`src/rtl/issue_pkg.sv`:
```
// Shared definitions for the instruction-issue controller: opcodes, ID-stage
// control tuples, the hazard scoreboard entry and the branch-sequencing FSM.
package issue_pkg;

  localparam logic [5:0] OP_RTYPE = 6'b000000;
  localparam logic [5:0] OP_ADDI  = 6'b001000;
  localparam logic [5:0] OP_LW    = 6'b100011;
  localparam logic [5:0] OP_SW    = 6'b101011;
  localparam logic [5:0] OP_BEQ   = 6'b000100;

  // {WBID, MEID, EXID} = {RegWrite, ALUsel}, {Branch, MemRead, MemWrite},
  // {RegDst, ALUOp1, ALUOp0, ALUSrc}
  typedef struct packed {
    logic [1:0] wb;
    logic [2:0] me;
    logic [3:0] ex;
  } ctrl_t;

  localparam ctrl_t CTRL_NONE  = '{wb: 2'b00, me: 3'b000, ex: 4'b0000};
  localparam ctrl_t CTRL_RTYPE = '{wb: 2'b11, me: 3'b000, ex: 4'b0100};
  localparam ctrl_t CTRL_ADDI  = '{wb: 2'b11, me: 3'b000, ex: 4'b1001};
  localparam ctrl_t CTRL_LW    = '{wb: 2'b10, me: 3'b010, ex: 4'b1001};
  localparam ctrl_t CTRL_SW    = '{wb: 2'b00, me: 3'b001, ex: 4'b1001};
  localparam ctrl_t CTRL_BEQ   = '{wb: 2'b00, me: 3'b100, ex: 4'b0010};

  // One pending register write: entry 0 = EX, 1 = MEM, 2 = WB.
  typedef struct packed {
    logic       valid;
    logic [4:0] dest;
  } sb_entry_t;

  localparam int SB_DEPTH = 3;

  typedef enum logic [0:0] {
    ST_RUN     = 1'b0,
    ST_BR_WAIT = 1'b1
  } state_e;

endpackage

```
`src/rtl/issue_decode.sv`:
```
// Combinational opcode decode: control tuple, which source registers the
// instruction reads, the destination it writes, and whether it is legal.
module issue_decode
  import issue_pkg::*;
(
  input  logic [5:0] opcode_i,
  input  logic [4:0] rt_i,
  input  logic [4:0] rd_i,
  output ctrl_t      ctrl_o,
  output logic       reads_rs_o,
  output logic       reads_rt_o,
  output logic [4:0] dest_o,
  output logic       legal_o
);

  // Map the opcode onto its control tuple and register usage
  always_comb begin
    ctrl_o     = CTRL_NONE;
    reads_rs_o = 1'b0;
    reads_rt_o = 1'b0;
    dest_o     = 5'd0;
    legal_o    = 1'b1;
    case (opcode_i)
      OP_RTYPE: begin
        ctrl_o     = CTRL_RTYPE;
        reads_rs_o = 1'b1;
        reads_rt_o = 1'b1;
        dest_o     = rd_i;
      end
      OP_ADDI: begin
        ctrl_o     = CTRL_ADDI;
        reads_rs_o = 1'b1;
        dest_o     = rt_i;
      end
      OP_LW: begin
        ctrl_o     = CTRL_LW;
        reads_rs_o = 1'b1;
        dest_o     = rt_i;
      end
      OP_SW: begin
        ctrl_o     = CTRL_SW;
        reads_rs_o = 1'b1;
        reads_rt_o = 1'b1;
      end
      OP_BEQ: begin
        ctrl_o     = CTRL_BEQ;
        reads_rs_o = 1'b1;
        reads_rt_o = 1'b1;
      end
      default: legal_o = 1'b0;
    endcase
  end

endmodule

```
`src/rtl/issue_controller.sv`:
```
// Instruction-issue controller: owns the IF/ID register, decodes into the
// ID-stage control words, inserts bubbles on RAW hazards and holds issue
// while a beq resolves in MEM.
// Optional feature macro ISSUE_WB_BYPASS_EN: when defined, the register file
// is write-through so the WB scoreboard entry is not checked for hazards.
module issue_controller
  import issue_pkg::*;
#(
  parameter int STALL_CNT_W = 16
) (
  input  logic                   clk,
  input  logic                   rst,
  input  logic [31:0]            instr_in,
  input  logic                   instr_valid,
  output logic                   instr_ready,
  input  logic                   branch_taken,
  output logic [31:0]            instr,
  output logic [1:0]             WBID,
  output logic [2:0]             MEID,
  output logic [3:0]             EXID,
  output logic                   issue,
  output logic                   resolve,
  output logic                   redirect,
  output logic                   illegal,
  output logic [STALL_CNT_W-1:0] stall_cnt
);

`ifdef ISSUE_WB_BYPASS_EN
  localparam logic [SB_DEPTH-1:0] SB_CHECK_MASK = 3'b011;
`else
  localparam logic [SB_DEPTH-1:0] SB_CHECK_MASK = 3'b111;
`endif

  state_e                 state_q, state_d;
  logic                   br_cnt_q, br_cnt_d;
  logic                   id_valid_q, id_valid_d;
  logic [31:0]            id_instr_q, id_instr_d;
  sb_entry_t              sb_q [SB_DEPTH];
  sb_entry_t              sb_d [SB_DEPTH];
  logic                   illegal_q, illegal_d;
  logic [STALL_CNT_W-1:0] stall_cnt_q, stall_cnt_d;

  ctrl_t                  dec_ctrl;
  ctrl_t                  out_ctrl;
  logic                   dec_reads_rs, dec_reads_rt, dec_legal;
  logic [4:0]             dec_dest;
  logic [4:0]             id_rs, id_rt;
  logic [SB_DEPTH-1:0]    sb_hit;
  logic                   hazard, consume, issuing, is_beq, accept, sb_load_valid;

  assign id_rs = id_instr_q[25:21];
  assign id_rt = id_instr_q[20:16];

  issue_decode u_decode (
    .opcode_i   (id_instr_q[31:26]),
    .rt_i       (id_rt),
    .rd_i       (id_instr_q[15:11]),
    .ctrl_o     (dec_ctrl),
    .reads_rs_o (dec_reads_rs),
    .reads_rt_o (dec_reads_rt),
    .dest_o     (dec_dest),
    .legal_o    (dec_legal)
  );

  // Per-entry source match against pending writes; the shift chain moves
  // the issued destination EX -> MEM -> WB every cycle, bubbles load invalid.
  for (genvar gi = 0; gi < SB_DEPTH; gi++) begin : g_sb
    assign sb_hit[gi] = SB_CHECK_MASK[gi] & sb_q[gi].valid &
                        ((dec_reads_rs & (sb_q[gi].dest == id_rs)) |
                         (dec_reads_rt & (sb_q[gi].dest == id_rt)));
    if (gi == 0) begin : g_head
      assign sb_d[gi] = '{valid: sb_load_valid, dest: dec_dest};
    end else begin : g_tail
      assign sb_d[gi] = sb_q[gi-1];
    end
  end

  // Register 0 is hard-wired, so writes to it never create a hazard.
  assign sb_load_valid = issuing & dec_ctrl.wb[1] & (dec_dest != 5'd0);

  assign hazard  = id_valid_q & (|sb_hit);
  assign consume = id_valid_q & ~hazard & (state_q == ST_RUN);
  assign issuing = consume & dec_legal;
  assign is_beq  = dec_ctrl.me[2];
  // Gated by rst so nothing is accepted while the controller is held in reset.
  assign instr_ready = rst & (state_q == ST_RUN) & (~id_valid_q | (consume & ~is_beq));
  assign accept      = instr_ready & instr_valid;

  assign out_ctrl  = issuing ? dec_ctrl : CTRL_NONE;
  assign instr     = issuing ? id_instr_q : 32'd0;
  assign WBID      = out_ctrl.wb;
  assign MEID      = out_ctrl.me;
  assign EXID      = out_ctrl.ex;
  assign issue     = issuing;
  assign resolve   = (state_q == ST_BR_WAIT) & br_cnt_q;
  assign redirect  = resolve & branch_taken;
  assign illegal   = illegal_q;
  assign stall_cnt = stall_cnt_q;

  // Next-state for the ID register, branch FSM, sticky illegal and stall counter
  always_comb begin
    id_valid_d  = id_valid_q;
    id_instr_d  = id_instr_q;
    state_d     = state_q;
    br_cnt_d    = br_cnt_q;
    illegal_d   = illegal_q | (consume & ~dec_legal);
    stall_cnt_d = stall_cnt_q;

    if (accept) begin
      id_valid_d = 1'b1;
      id_instr_d = instr_in;
    end else if (consume) begin
      id_valid_d = 1'b0;
    end

    if (hazard && (stall_cnt_q != {STALL_CNT_W{1'b1}})) begin
      stall_cnt_d = stall_cnt_q + STALL_CNT_W'(1);
    end

    case (state_q)
      ST_RUN: begin
        if (issuing && is_beq) begin
          state_d  = ST_BR_WAIT;
          br_cnt_d = 1'b0;
        end
      end
      ST_BR_WAIT: begin
        // count 0: beq in EX; count 1: beq in MEM (resolve cycle)
        if (br_cnt_q) begin
          state_d  = ST_RUN;
          br_cnt_d = 1'b0;
        end else begin
          br_cnt_d = 1'b1;
        end
      end
      default: begin
        state_d  = ST_RUN;
        br_cnt_d = 1'b0;
      end
    endcase
  end

  // State registers with asynchronous active-low reset
  always_ff @(posedge clk or negedge rst) begin
    if (!rst) begin
      state_q     <= ST_RUN;
      br_cnt_q    <= 1'b0;
      id_valid_q  <= 1'b0;
      id_instr_q  <= 32'd0;
      illegal_q   <= 1'b0;
      stall_cnt_q <= '0;
      for (int i = 0; i < SB_DEPTH; i++) sb_q[i] <= '0;
    end else begin
      state_q     <= state_d;
      br_cnt_q    <= br_cnt_d;
      id_valid_q  <= id_valid_d;
      id_instr_q  <= id_instr_d;
      illegal_q   <= illegal_d;
      stall_cnt_q <= stall_cnt_d;
      for (int i = 0; i < SB_DEPTH; i++) sb_q[i] <= sb_d[i];
    end
  end

endmodule

```
`config.mk`:
```
export PLATFORM = sky130hd
export DESIGN_NAME = issue_controller
export DESIGN_NICKNAME = d
export VERILOG_FILES = /design/src/rtl/issue_pkg.sv /design/src/rtl/issue_decode.sv /design/src/rtl/issue_controller.sv
export SDC_FILE = /design/constraint.sdc
export NUM_CORES = 1
export LEC_CHECK = 0
export CAP_MARGIN = 10
export CORE_MARGIN = 8
export CORE_UTILIZATION = 49
export DETAILED_ROUTE_END_ITERATION = 8
export PLACE_DENSITY_LB_ADDON = 0.3
export SYNTH_ARGS = -nofsm -noshare
export SYNTH_HDL_FRONTEND = slang
export SYNTH_SLANG_ARGS = --single-unit
```
`constraint.sdc`:
```
create_clock -name clk -period 3.05 [get_ports clk]
set_clock_uncertainty 0.2 [all_clocks]
set_input_delay 0.61 -clock clk [delete_from_list [all_inputs] [get_ports clk]]
set_output_delay 0.61 -clock clk [all_outputs]
set_load 0.01 [all_outputs]
```
==> results of run 1 <==
## synthesized netlist by cell type (all sizes together)
library cell,n,area [um^2]
buf,8,72.6
a22o,9,78.8
o22ai,1,6.26
nor3,6,30.0
nor2,5,18.8
a31o,2,26.3
mux2,27,402
and2,36,226
nand4,8,50.1
a211oi,1,7.51
bufbuf,1,32.5
nor4,7,43.8
o41a,1,11.3
a21o,4,32.5
o21ai,5,25.0
xnor2,20,175
nor3b,2,15.0
nand3,13,75.1
o31ai,1,21.3
and3,9,66.3
nand2,14,52.6
dfrtp,70,1750
or3,2,12.5
clkbuf,10,70.1
a21boi,1,7.51
and3b,2,17.5
nand3b,2,15.0
conb,1,3.75
inv,4,15.0
o21bai,1,7.51
xor2,25,219
a21oi,4,46.3
nand2b,4,25.0
ha,1,12.5
## per-stage QoR
step | utilization [%] | TNS (ns) | setup slack, ns | std cells
2_1_floorplan | - | 0 | 0.0620 | 307
3_3_place_gp | 66.8 | -4.56 | -0.165 | 515
3_5_place_dp | 66.8 | -5.50 | -0.358 | 515
4_1_cts | 69.9 | -2.59 | -0.0930 | 543
5_1_grt | 75.2 | -7.02 | -0.225 | 548
6_report | 75.2 | -3.88 | -0.146 | 548
## timing repair
item	in CTS	in global routing
gates resized for setup	193	70
endpoints found under the setup margin	42	63
cloned	1	3
setup buffers	11	2
pin swaps	8	16
## registers in the layout (all words and copies together), names as in the netlist
name        cells
id_instr_q     32
sb_q            6
stall_cnt      16
illegal         1
state_q         1
id_valid_q      1
br_cnt_q        1
sb_d           12
## cells by family after synthesis
family          after synthesis  synth area share (%)
simple gates                110                  17.6
other cells                   1                 0.102
compound gates               30                  7.36
buf+inv                      23                  5.18
mux                          27                  10.9
xor+xnor                     45                  10.7
flops                        70                  47.7
fa+ha+maj                     1                 0.341
## layer usage
metal | share of wire (%) | wire, um | GRT usage, %
met5 | 0 | 0 | 0
met4 | 1.8 | 190 | 5.30
met3 | 5.7 | 595 | 5.54
met2 | 51 | 5290 | 31.4
met1 | 42 | 4370 | 23.9
## worst reg2reg max path: stages (launching register included)
cell     delay [ns]
dfrtp_1        0.43
or3_4          0.42
a21o_4         0.24
a21oi_4        0.17
o31ai_4        0.12
buf_6          0.14
nand3_4        0.07
nand2_4        0.06
buf_6          0.11
buf_4          0.12
buf_4          0.12
buf_4          0.12
buf_4          0.12
buf_4          0.12
buf_4          0.13
a31o_4         0.21
## power by group through the flow
stage | combinational, W | clock (W) | sequential (W)
finish | 0.00119 | 0.000756 | 0.00130
detailed placement | 0.000961 | 0 | 0.00130
global route | 0.00127 | 0.000810 | 0.00133
CTS | 0.00103 | 0.000765 | 0.00129
floorplan | 0.000654 | 0 | 0.00125
global placement | 0.000944 | 0 | 0.00129
## area by class of cell
cell class	count	share of cell area (%)
inverters	4	0.275
clock inverters	3	0.780
well taps	99	2.27
clock buffers	13	2.91
multi-input cells	214	35.5
flip-flops and latches	70	32.2
repair buffers	145	26.0
## final timing paths
path / from / endpoint / slack, ns / depth (start not counted)
setup / recovery: id_instr_q[27] / instr[28] / -0.15 / 7
hold / removal: rst / id_instr_q[6] / 0.07 / 2
setup reg to reg: id_instr_q[27] / id_instr_q[30] / 0.04 / 15
hold reg to reg: sb_d[5] / sb_q[5] / 0.22 / 0
max in group asynchronous: rst / id_instr_q[24] / 1.84 / 2
min in group clk: sb_d[5] / sb_q[5] / 0.22 / 0
==> metrics.md, run 1 <==
| Metric | Value |
|---|---|
| Status | finished with violations |
| Clk buf depth | 2 |
| Static Leak | 2.53 nW |
| Clock root cell | clkbuf_8 |
| Core ar. | 7250 um^2 |
| Critical path startpoint category | flip-flop |
| Largest net degree at the start of global routing | 58 |
| Number of hold buffers added after cts | 0 |
| Commonest cells after routing, fill and taps aside | dfrtp_1 (65), clkdlybuf4s50_1 (53), buf_4 (39), buf_6 (34), and2_4 (30) |
| Initial antenna violation count | 0 |
| Net switching power | 0.00103 W |
| Required @ worst endpoint | 2.24 ns |
| Syn_nets | 344 |
| Sw Share | 31.6% |
| Syn Area/Cell | 12.0 um^2 |
| Hold Worst Slack | 0.0710 ns |
| RSZ-0062 raised after global routing | true |
| Layout cell share with drive strength beyond 1 | 43.4% |
| Final Critical Period | 3.20 ns |
| First-pass detailed-route iteration total | 4 |
| Commonest non-fill, non-tap cell in the layout | dfrtp_1 |
| Overall die area | 10500 um^2 |
| DRC Markers | 0 |
| Syn. warnings | 0 |
| Hold Crit Class | primary input to async pin |
| Post-DP HPWL | 6.66 mm |
| Die X | 103 um |
| Vias/cell | 5.24 |
| Seq cells post-synth | 70 |
| Crit. End Element | primary output |
| Post-Syn Instances | 307 |
| Clk sinks | 70 |
| FMAX | 0.313 GHz |
| Grt total ovfl | 0 |
| Fin crit share | 105% |
| Power consumption | 0.00325 W |
| CTS Buf Count | 9 |
| Syn-to-layout area delta | 48.4% |
| Slew @ Worst Pin | 0.736 ns |
| I/O pin cnt | 98 |
| Post-route cell area | 5450 um^2 |
| Placed cell areas | 4840 um^2 |
| Filler instances | 479 |
| Buffers on Ports | 96 |
| Die height | 103 um |
| Power Density | 596 nW/um^2 |
| First-pass GRT wire length | 15.7 mm |
| Clock latency on the worst-skew pair | 0.33 ns |
| Starting Density | 50.6% |
| Area of the multi-input gates | 1930 um^2 |
| Pint | 0.00222 W |
| Crit path buf inv count | 2 |
| Crit Path Max Fanout | 8 |
| Slew HR | 50.9% |
| Detailed-route wire length | 10.5 mm |
| Cell Area, Synth | 3670 um^2 |
| Final WS setup | -0.146 ns |
| Routed WL per cell | 19.1 um |
| CP delay by family, top | simple AND/OR/NAND/NOR gates |
| Cell variety after synth | 48 |
| Post-route ant nets | 0 |
| Layout Nets | 481 |
| Max Cap Violations | 0 |
| Post-synthesis sequential area ratio | 47.7% |
| H-tree level count | 3 |
| Sequential power share | 40.1% |
| Hold Vio Cnt, Final | 0 |
| RD Place Congestion | 0.799 |
| Vias in the first global route | 3056 |
| Crit path cell chain | or3_4 > a21o_4 > a211oi_2 > and3_4 > clkbuf_16 > and2_4 > buf_6 |
| Rows | 31 |
| Register area | 1760 um^2 |
| Worst path slowest cell | dfrtp_1 |
| Setup-failing EPs final | 40 |
| Total Routing Usage GR | 19.1% |
| WP data arrival | 2.39 ns |
| Max Slew Vio Count | 0 |
| Ant diodes | 0 |
| CP max stage delay | 0.43 ns |
| Register clock-pin slew on the reported worst setup and hold paths | 0.07 ns |
| DR vias | 2874 |
| Logic gate share of total power | 36.6% |
| CTS tree | yes |
| Failing checks | negative setup slack |
| Initial detailed-routing violation count | 150 |
| Crit Path Category | flip-flop to primary output |
| VDD IR max | 283 uV |
| Clock share of power | 23.3% |
Power figures use the tool's default switching activity.
==> inputs of run 2 (changes only) <==
--- a/config.mk
+++ b/config.mk
@@ -10,6 +10,7 @@
 export CORE_UTILIZATION = 49
 export DETAILED_ROUTE_END_ITERATION = 8
 export PLACE_DENSITY_LB_ADDON = 0.3
+export SLEW_MARGIN = 20
 export SYNTH_ARGS = -nofsm -noshare
 export SYNTH_HDL_FRONTEND = slang
 export SYNTH_SLANG_ARGS = --single-unit
==> results of run 2 <==
No change in the layout: final DEF, timing and power equal those of run 1.
